$ cat src/rtl/wb_slot_scheduler_if.sv
// Decode-side and writeback-side signal bundle for wb_slot_scheduler.
// The master drives decode and writeback observations and receives the issue/stall verdicts.
interface wb_slot_scheduler_if;
    logic       dec_valid_i;
    logic       dec_wr_en_i;
    logic [4:0] dec_write_addr_i;
    logic [1:0] dec_lat_sel_i;
    logic [4:0] dec_read_addr_a_i;
    logic [4:0] dec_read_addr_b_i;
    logic       dec_use_a_i;
    logic       dec_use_b_i;
    logic       wb_wr_en_i;
    logic [4:0] wb_addr_i;
    logic       issue_o;
    logic       stall_o;
    logic       wb_expect_valid_o;
    logic [4:0] wb_expect_addr_o;
    logic       wb_mismatch_o;
    logic [3:0] pending_cnt_o;

    modport master (
        output dec_valid_i, dec_wr_en_i, dec_write_addr_i, dec_lat_sel_i,
        output dec_read_addr_a_i, dec_read_addr_b_i, dec_use_a_i, dec_use_b_i,
        output wb_wr_en_i, wb_addr_i,
        input  issue_o, stall_o, wb_expect_valid_o, wb_expect_addr_o,
        input  wb_mismatch_o, pending_cnt_o
    );

    modport slave (
        input  dec_valid_i, dec_wr_en_i, dec_write_addr_i, dec_lat_sel_i,
        input  dec_read_addr_a_i, dec_read_addr_b_i, dec_use_a_i, dec_use_b_i,
        input  wb_wr_en_i, wb_addr_i,
        output issue_o, stall_o, wb_expect_valid_o, wb_expect_addr_o,
        output wb_mismatch_o, pending_cnt_o
    );
endinterface

$ cat src/rtl/wb_slot_scheduler.sv
// Issue scheduler between decode and the fixed-latency back-end.
// A shifting reservation table (index = cycles until writeback) detects
// writeback-port conflicts, unbypassable RAW and WAW reordering, and
// cross-checks the actual writeback stream against the expected one.
module wb_slot_scheduler #(
    parameter int ALU_LAT = 2,
    parameter int MEM_LAT = 3,
    parameter int MUL_LAT = 7,
    parameter int DEPTH   = 8,
    parameter int BYP_IDX = 1
) (
    input  logic               clk_i,
    input  logic               rsn_i,
    wb_slot_scheduler_if.slave bus
);

    localparam int IDX_W = $clog2(DEPTH);

    typedef struct packed {
        logic       valid;
        logic [4:0] addr;
    } entry_t;

    typedef enum logic [1:0] {
        LAT_ALU  = 2'd0,
        LAT_MEM  = 2'd1,
        LAT_MUL  = 2'd2,
        LAT_ALU2 = 2'd3
    } lat_sel_e;

    entry_t             tbl [DEPTH];
    logic [IDX_W-1:0]   lat;
    logic               rsv;
    logic               struct_hz;
    logic               raw_hz;
    logic               waw_hz;
    logic               stall;
    logic               issue;
    logic               mismatch_q;
    logic [3:0]         pending;

    // Hazard evaluation against the current (unshifted) table.
    always_comb begin
        // NOTE: every variable gets a default before any branch so no latch is inferred.
        lat       = IDX_W'(ALU_LAT);
        struct_hz = 1'b0;
        raw_hz    = 1'b0;
        waw_hz    = 1'b0;
        case (lat_sel_e'(bus.dec_lat_sel_i))
            LAT_MEM: lat = IDX_W'(MEM_LAT);
            LAT_MUL: lat = IDX_W'(MUL_LAT);
            default: lat = IDX_W'(ALU_LAT);
        endcase
        rsv       = bus.dec_wr_en_i & (bus.dec_write_addr_i != 5'd0);
        struct_hz = rsv & tbl[lat].valid;
        for (int k = 0; k < DEPTH; k++) begin
            if (tbl[k].valid) begin
                // Entries at or below BYP_IDX are forwarded by bypass_ctrl.
                if (k > BYP_IDX) begin
                    if (bus.dec_use_a_i && bus.dec_read_addr_a_i != 5'd0 &&
                        tbl[k].addr == bus.dec_read_addr_a_i)
                        raw_hz = 1'b1;
                    if (bus.dec_use_b_i && bus.dec_read_addr_b_i != 5'd0 &&
                        tbl[k].addr == bus.dec_read_addr_b_i)
                        raw_hz = 1'b1;
                end
                // An older write landing at or after our slot would overwrite us.
                if (rsv && IDX_W'(k) >= lat && tbl[k].addr == bus.dec_write_addr_i)
                    waw_hz = 1'b1;
            end
        end
        stall = bus.dec_valid_i & (struct_hz | raw_hz | waw_hz);
        issue = bus.dec_valid_i & ~stall;
    end

    // Shift the table every cycle and insert a new reservation at slot L-1.
    always_ff @(posedge clk_i) begin
        if (rsn_i) begin
            // NOTE: the table is reset explicitly because stale valid bits would cause false stalls.
            for (int k = 0; k < DEPTH; k++) tbl[k] <= '0;
            mismatch_q <= 1'b0;
        end else begin
            // NOTE: non-blocking assignments, so the later insert overrides the shift of the same slot.
            for (int k = 0; k < DEPTH - 1; k++) tbl[k] <= tbl[k + 1];
            tbl[DEPTH - 1] <= '0;
            if (issue && rsv) tbl[lat - IDX_W'(1)] <= '{valid: 1'b1, addr: bus.dec_write_addr_i};
            mismatch_q <= (bus.wb_wr_en_i != tbl[0].valid) |
                          (bus.wb_wr_en_i & (bus.wb_addr_i != tbl[0].addr));
        end
    end

    // Count valid reservations.
    always_comb begin
        pending = '0;
        for (int k = 0; k < DEPTH; k++) pending = pending + 4'(tbl[k].valid);
    end

    assign bus.issue_o           = issue;
    assign bus.stall_o           = stall;
    assign bus.wb_expect_valid_o = tbl[0].valid;
    assign bus.wb_expect_addr_o  = tbl[0].valid ? tbl[0].addr : 5'd0;
    assign bus.wb_mismatch_o     = mismatch_q;
    assign bus.pending_cnt_o     = pending;

endmodule

$ cat src/flat_wrapper.sv
// flat-port wrapper written by rule: the top's interface ports become plain ports
module wb_slot_scheduler_flat 
#(
    parameter int ALU_LAT = 2,
    parameter int MEM_LAT = 3,
    parameter int MUL_LAT = 7,
    parameter int DEPTH   = 8,
    parameter int BYP_IDX = 1
)
  (clk_i, rsn_i, bus_dec_valid_i, bus_dec_wr_en_i, bus_dec_write_addr_i, bus_dec_lat_sel_i, bus_dec_read_addr_a_i, bus_dec_read_addr_b_i, bus_dec_use_a_i, bus_dec_use_b_i, bus_wb_wr_en_i, bus_wb_addr_i, bus_issue_o, bus_stall_o, bus_wb_expect_valid_o, bus_wb_expect_addr_o, bus_wb_mismatch_o, bus_pending_cnt_o);
  wb_slot_scheduler_if bus_i ();
  input  logic clk_i;
  input  logic rsn_i;
  input wire logic [$bits(bus_i.dec_valid_i)-1:0] bus_dec_valid_i;
  input wire logic [$bits(bus_i.dec_wr_en_i)-1:0] bus_dec_wr_en_i;
  input wire logic [$bits(bus_i.dec_write_addr_i)-1:0] bus_dec_write_addr_i;
  input wire logic [$bits(bus_i.dec_lat_sel_i)-1:0] bus_dec_lat_sel_i;
  input wire logic [$bits(bus_i.dec_read_addr_a_i)-1:0] bus_dec_read_addr_a_i;
  input wire logic [$bits(bus_i.dec_read_addr_b_i)-1:0] bus_dec_read_addr_b_i;
  input wire logic [$bits(bus_i.dec_use_a_i)-1:0] bus_dec_use_a_i;
  input wire logic [$bits(bus_i.dec_use_b_i)-1:0] bus_dec_use_b_i;
  input wire logic [$bits(bus_i.wb_wr_en_i)-1:0] bus_wb_wr_en_i;
  input wire logic [$bits(bus_i.wb_addr_i)-1:0] bus_wb_addr_i;
  output wire logic [$bits(bus_i.issue_o)-1:0] bus_issue_o;
  output wire logic [$bits(bus_i.stall_o)-1:0] bus_stall_o;
  output wire logic [$bits(bus_i.wb_expect_valid_o)-1:0] bus_wb_expect_valid_o;
  output wire logic [$bits(bus_i.wb_expect_addr_o)-1:0] bus_wb_expect_addr_o;
  output wire logic [$bits(bus_i.wb_mismatch_o)-1:0] bus_wb_mismatch_o;
  output wire logic [$bits(bus_i.pending_cnt_o)-1:0] bus_pending_cnt_o;
  assign bus_i.dec_valid_i = bus_dec_valid_i;
  assign bus_i.dec_wr_en_i = bus_dec_wr_en_i;
  assign bus_i.dec_write_addr_i = bus_dec_write_addr_i;
  assign bus_i.dec_lat_sel_i = bus_dec_lat_sel_i;
  assign bus_i.dec_read_addr_a_i = bus_dec_read_addr_a_i;
  assign bus_i.dec_read_addr_b_i = bus_dec_read_addr_b_i;
  assign bus_i.dec_use_a_i = bus_dec_use_a_i;
  assign bus_i.dec_use_b_i = bus_dec_use_b_i;
  assign bus_i.wb_wr_en_i = bus_wb_wr_en_i;
  assign bus_i.wb_addr_i = bus_wb_addr_i;
  assign bus_issue_o = bus_i.issue_o;
  assign bus_stall_o = bus_i.stall_o;
  assign bus_wb_expect_valid_o = bus_i.wb_expect_valid_o;
  assign bus_wb_expect_addr_o = bus_i.wb_expect_addr_o;
  assign bus_wb_mismatch_o = bus_i.wb_mismatch_o;
  assign bus_pending_cnt_o = bus_i.pending_cnt_o;
  wb_slot_scheduler #(.ALU_LAT(ALU_LAT), .MEM_LAT(MEM_LAT), .MUL_LAT(MUL_LAT), .DEPTH(DEPTH), .BYP_IDX(BYP_IDX)) u_core (.clk_i(clk_i), .rsn_i(rsn_i), .bus(bus_i));
endmodule
$ cat config.mk
export PLATFORM = sky130hd
export DESIGN_NAME = wb_slot_scheduler_flat
export DESIGN_NICKNAME = d
export VERILOG_FILES = /design/src/rtl/wb_slot_scheduler_if.sv /design/src/rtl/wb_slot_scheduler.sv /design/src/flat_wrapper.sv
export SDC_FILE = /design/constraint.sdc
export NUM_CORES = 1
export LEC_CHECK = 0
export ABC_AREA = 1
export BUFFER_PORTS_ARGS = -buffer_cell sky130_fd_sc_hd__buf_2
export CAP_MARGIN = 20
export CORE_MARGIN = 2
export CORE_UTILIZATION = 64
export CTS_CLUSTER_SIZE = 14
export DETAILED_ROUTE_END_ITERATION = 12
export PLACE_DENSITY = 0.82
export SLEW_MARGIN = 20
export SYNTH_ARGS = -nofsm -noshare
export SYNTH_HDL_FRONTEND = slang
export SYNTH_SLANG_ARGS = --single-unit
$ cat constraint.sdc
create_clock -name clk_i -period 6.4 [get_ports clk_i]
set_clock_uncertainty 0.15 [all_clocks]
set_input_delay 0 -clock clk_i [delete_from_list [all_inputs] [get_ports clk_i]]
set_output_delay 0 -clock clk_i [all_outputs]
set_load 0.02 [all_outputs]
==> results by group <==
Outcome
  • Status: finished clean

Critical path
  • CP peak stage delay: 0.52 ns
  • Worst-path maximum fanout: 8
  • Worst R2R Setup Slack: 3.92 ns
  • Worst setup EP type: output port
  • Crit-path leading delay family: adder cells
  • Crit Path Class: reg -> out
  • Reg2reg path depth: 14
  • Crit path required time: 6.25 ns
  • Sum of buffers and inverters on the critical path: 5
  • CP cell instances: ha_1, inv_1, fa_1, fa_1, inv_1, fa_1, inv_1, fa_1, inv_1, buf_2
  • R2R Path Start: u_core.tbl[2][0]
  • WP data arrival: 3.22 ns
  • Reg-to-Reg End: u_core.tbl[5][2]
  • Crit path max-delay cell type: dfxtp_1
  • Critical Path Start Type: flop

Drt
  • Iter 0 DRT Violations: 549
  • Vias/cell: 5.501
  • DRT antenna net count: 0
  • Routed len/inst: 15.29 µm
  • DR DRC count: 0
  • Initial DRT Pass Iterations: 5
  • Via count: 3757
  • Total Wirelength: 10440 µm

Floorplan
  • Top Ports: 42
  • Chip Height: 80.21 µm
  • Core ar.: 5574 µm²
  • Initial Utilization: 0.6669
  • Die area: 6434 µm²
  • Die X: 80.21 µm
  • Row Count: 27

Yosys
  • Number of synthesized flops with an enable pin: 0
  • Synth cell types: 31
  • Post-synthesis async set-or-reset flop share: 0
  • Largest area contributor in the netlist: dfxtp_1
  • Flop and latch count out of synthesis: 49
  • Syn Area/Cell: 6.409 µm²
  • Cells after Synth: 580
  • Area contributors post-synth: dfxtp_1 26%, nand2_1 17%, nor2_1 9.0%
  • Register area share after synthesis: 0.2639
  • YS warnings: 0
  • Top cell type's share of synthesized area: 0.2639
  • Mapped cell area: 3717 µm²
  • Syn nets: 620
  • Synth Flop Type: dfxtp_1

Placement
  • GPL Wtd Cong: 1.004
  • Dpl hpwl: 7705 µm
  • Pre-CTS WS: 3.358 ns
  • Placed instance area: 3837 µm²
  • # port buffers: 41
  • Placed insts: 668

Clock network
  • Clock tree sinks: 49
  • # resized after CTS: 0
  • Worst skew pair latency: 0.30 ns
  • Inserted Clock Buffers: 5
  • CTS Hold Bufs: 7
  • Cell at the root of the clock tree: clkbuf_8
  • H-tree Lvls: 2
  • CTS tree: yes
  • Clk pin slew, worst setup/hold paths: 0.09 ns
  • Post-CTS Setup Bufs: 0
  • CTS max path bufs: 2

Pwr
  • Cell internal pwr: 506.0 µW
  • Sw Ratio: 0.2730
  • Seq pwr share: 0.454
  • Max IR drop VDD: 0.1384 mV
  • Power share of the clock group: 0.372
  • Net Sw Power: 190.0 µW
  • Power Density: 172.2 nW/µm²
  • P_leak: 2.165 nW
  • Logic gate share of total power: 0.175
  • Tot Pwr: 696.0 µW

Finish
  • Fin util: 0.7250
  • # nets final: 650
  • Number of diodes: 0
  • Share of layout cells above drive strength 1: 0.1227
  • Non-Filler Instances: 683
  • Number of fill cells in the layout: 511
  • Layout area overhead: 8.718%
  • Final Cell Area: 4041 µm²
  • Most common cell after layout, fill and taps aside: nand2_1
  • Most frequent cells in the layout: 172 x nand2_1, 88 x nor2_1, 77 x inv_1

Global route
  • Global-route wire length before repair: 16910 µm
  • Largest net degree at the start of global routing: 45
  • Vias in the first global route: 3473
  • GR Overflow Total: 0
  • Initial antenna violation count: 0
  • Total Routing Usage GR: 0.3430

Timing
  • Final setup margin: 3.033 ns
  • RSZ-0062 raised after global routing: no
  • Final Hold Viols: 0
  • Tmin final: 3.367 ns
  • Final Setup Violations: 0
  • Setup TNS: 0 ns
  • Worst-Margin Slew: 0.8101 ns
  • Slew Limit Fails: 0
  • Hold slack: 0.08711 ns
  • Fmax: 0.2970 GHz
  • Slew HR: 0.4599
  • Final period util: 0.5261

Worst hold path
  • Hold Path Origin: bus_dec_wr_en_i
  • Hold EP: u_core.tbl[6][2]
  • Hold WC Path Type: in -> reg
  • Worst hold stages: 5

Flow run
  • Maxcap violations: 0
## power groups by stage
| stage | clock [mW] | combinational (mW) | sequential (mW) |
|---|---|---|---|
| 2_1_floorplan | 0 | 0.0904 | 0.321 |
| 3_3_place_gp | 0 | 0.113 | 0.322 |
| 3_5_place_dp | 0 | 0.116 | 0.323 |
| 4_1_cts | 0.259 | 0.120 | 0.315 |
| 5_1_grt | 0.275 | 0.134 | 0.316 |
| 6_report | 0.259 | 0.122 | 0.316 |
## cell families (layout without fill, tap and decap cells)
kind of cell,Yosys count,count (layout),share of synthesized area
buffers and inverters,108,139,0.1326
adders and majority gates,11,11,0.04510
xor gates and xnor gates,52,52,0.1225
DFF,49,49,0.2639
AOI/OAI and AO/OA,26,26,0.03770
and+or+nand+nor,334,334,0.3982
## worst max-delay path by stage
stage	start	end	slack, ns	cells after the start
after global routing	u_core.tbl[0][5]	bus_pending_cnt_o[1]	2.85	10
after detailed placement	u_core.tbl[0][5]	bus_pending_cnt_o[1]	3.36	10
after CTS	u_core.tbl[0][5]	bus_pending_cnt_o[1]	3.02	10
final	u_core.tbl[0][5]	bus_pending_cnt_o[1]	3.03	10
after global placement	u_core.tbl[0][5]	bus_pending_cnt_o[1]	3.42	10
after floorplan	u_core.tbl[0][5]	bus_pending_cnt_o[1]	3.44	9
## layer usage
layer	routed length, µm	vias up	GRT usage	part of all wire
met5	0	-	0	0
met4	155	0	0.09831	0.015
met3	1136	19	0.05730	0.11
met2	4703	242	0.5375	0.45
met1	4448	1660	0.4850	0.43
li1	-	1836	-	-
## layout make-up
cell class / count / area [µm²] / share of cell area
inverters: 82 / 307.8 / 0.07616
flip-flops and latches: 49 / 980.9 / 0.2427
repair buffers: 49 / 282.8 / 0.06997
well taps: 72 / 90.09 / 0.02229
multi-input cells: 423 / 2246 / 0.5557
clock inverters: 3 / 65.06 / 0.01610
clock buffers: 5 / 68.82 / 0.01703
## cells in the mapped netlist, types with 5 or more instances
master	count
clkbuf_1	5
nand3_1	19
nand2_1	172
ha_1	7
inv_2	5
o21ai_0	10
inv_1	77
buf_6	7
dfxtp_1	49
nand4_1	28
nor2_1	89
o22ai_1	6
buf_4	7
a21oi_1	5
xnor2_1	17
buf_2	7
xor2_1	35
## sequential cells by signal, indices dropped and copies added (netlist names)
register / count
u_core.tbl: 48
u_core.bus.wb_mismatch_o: 1
## worst register-to-register path, cell delays in order (launching register included)
cell and delay [ns]:
dfxtp_1 0.45, inv_1 0.13, nand2_1 0.10, nand2_1 0.05
nand2_1 0.08, nor2_1 0.04, nand3_1 0.06, nand2_1 0.11
nand2_1 0.08, nand2_1 0.09, nor2_4 0.14, nand3_2 0.10
nor2_4 0.50, nand4_1 0.23, nand2_1 0.11
Power figures use the tool's default switching activity.
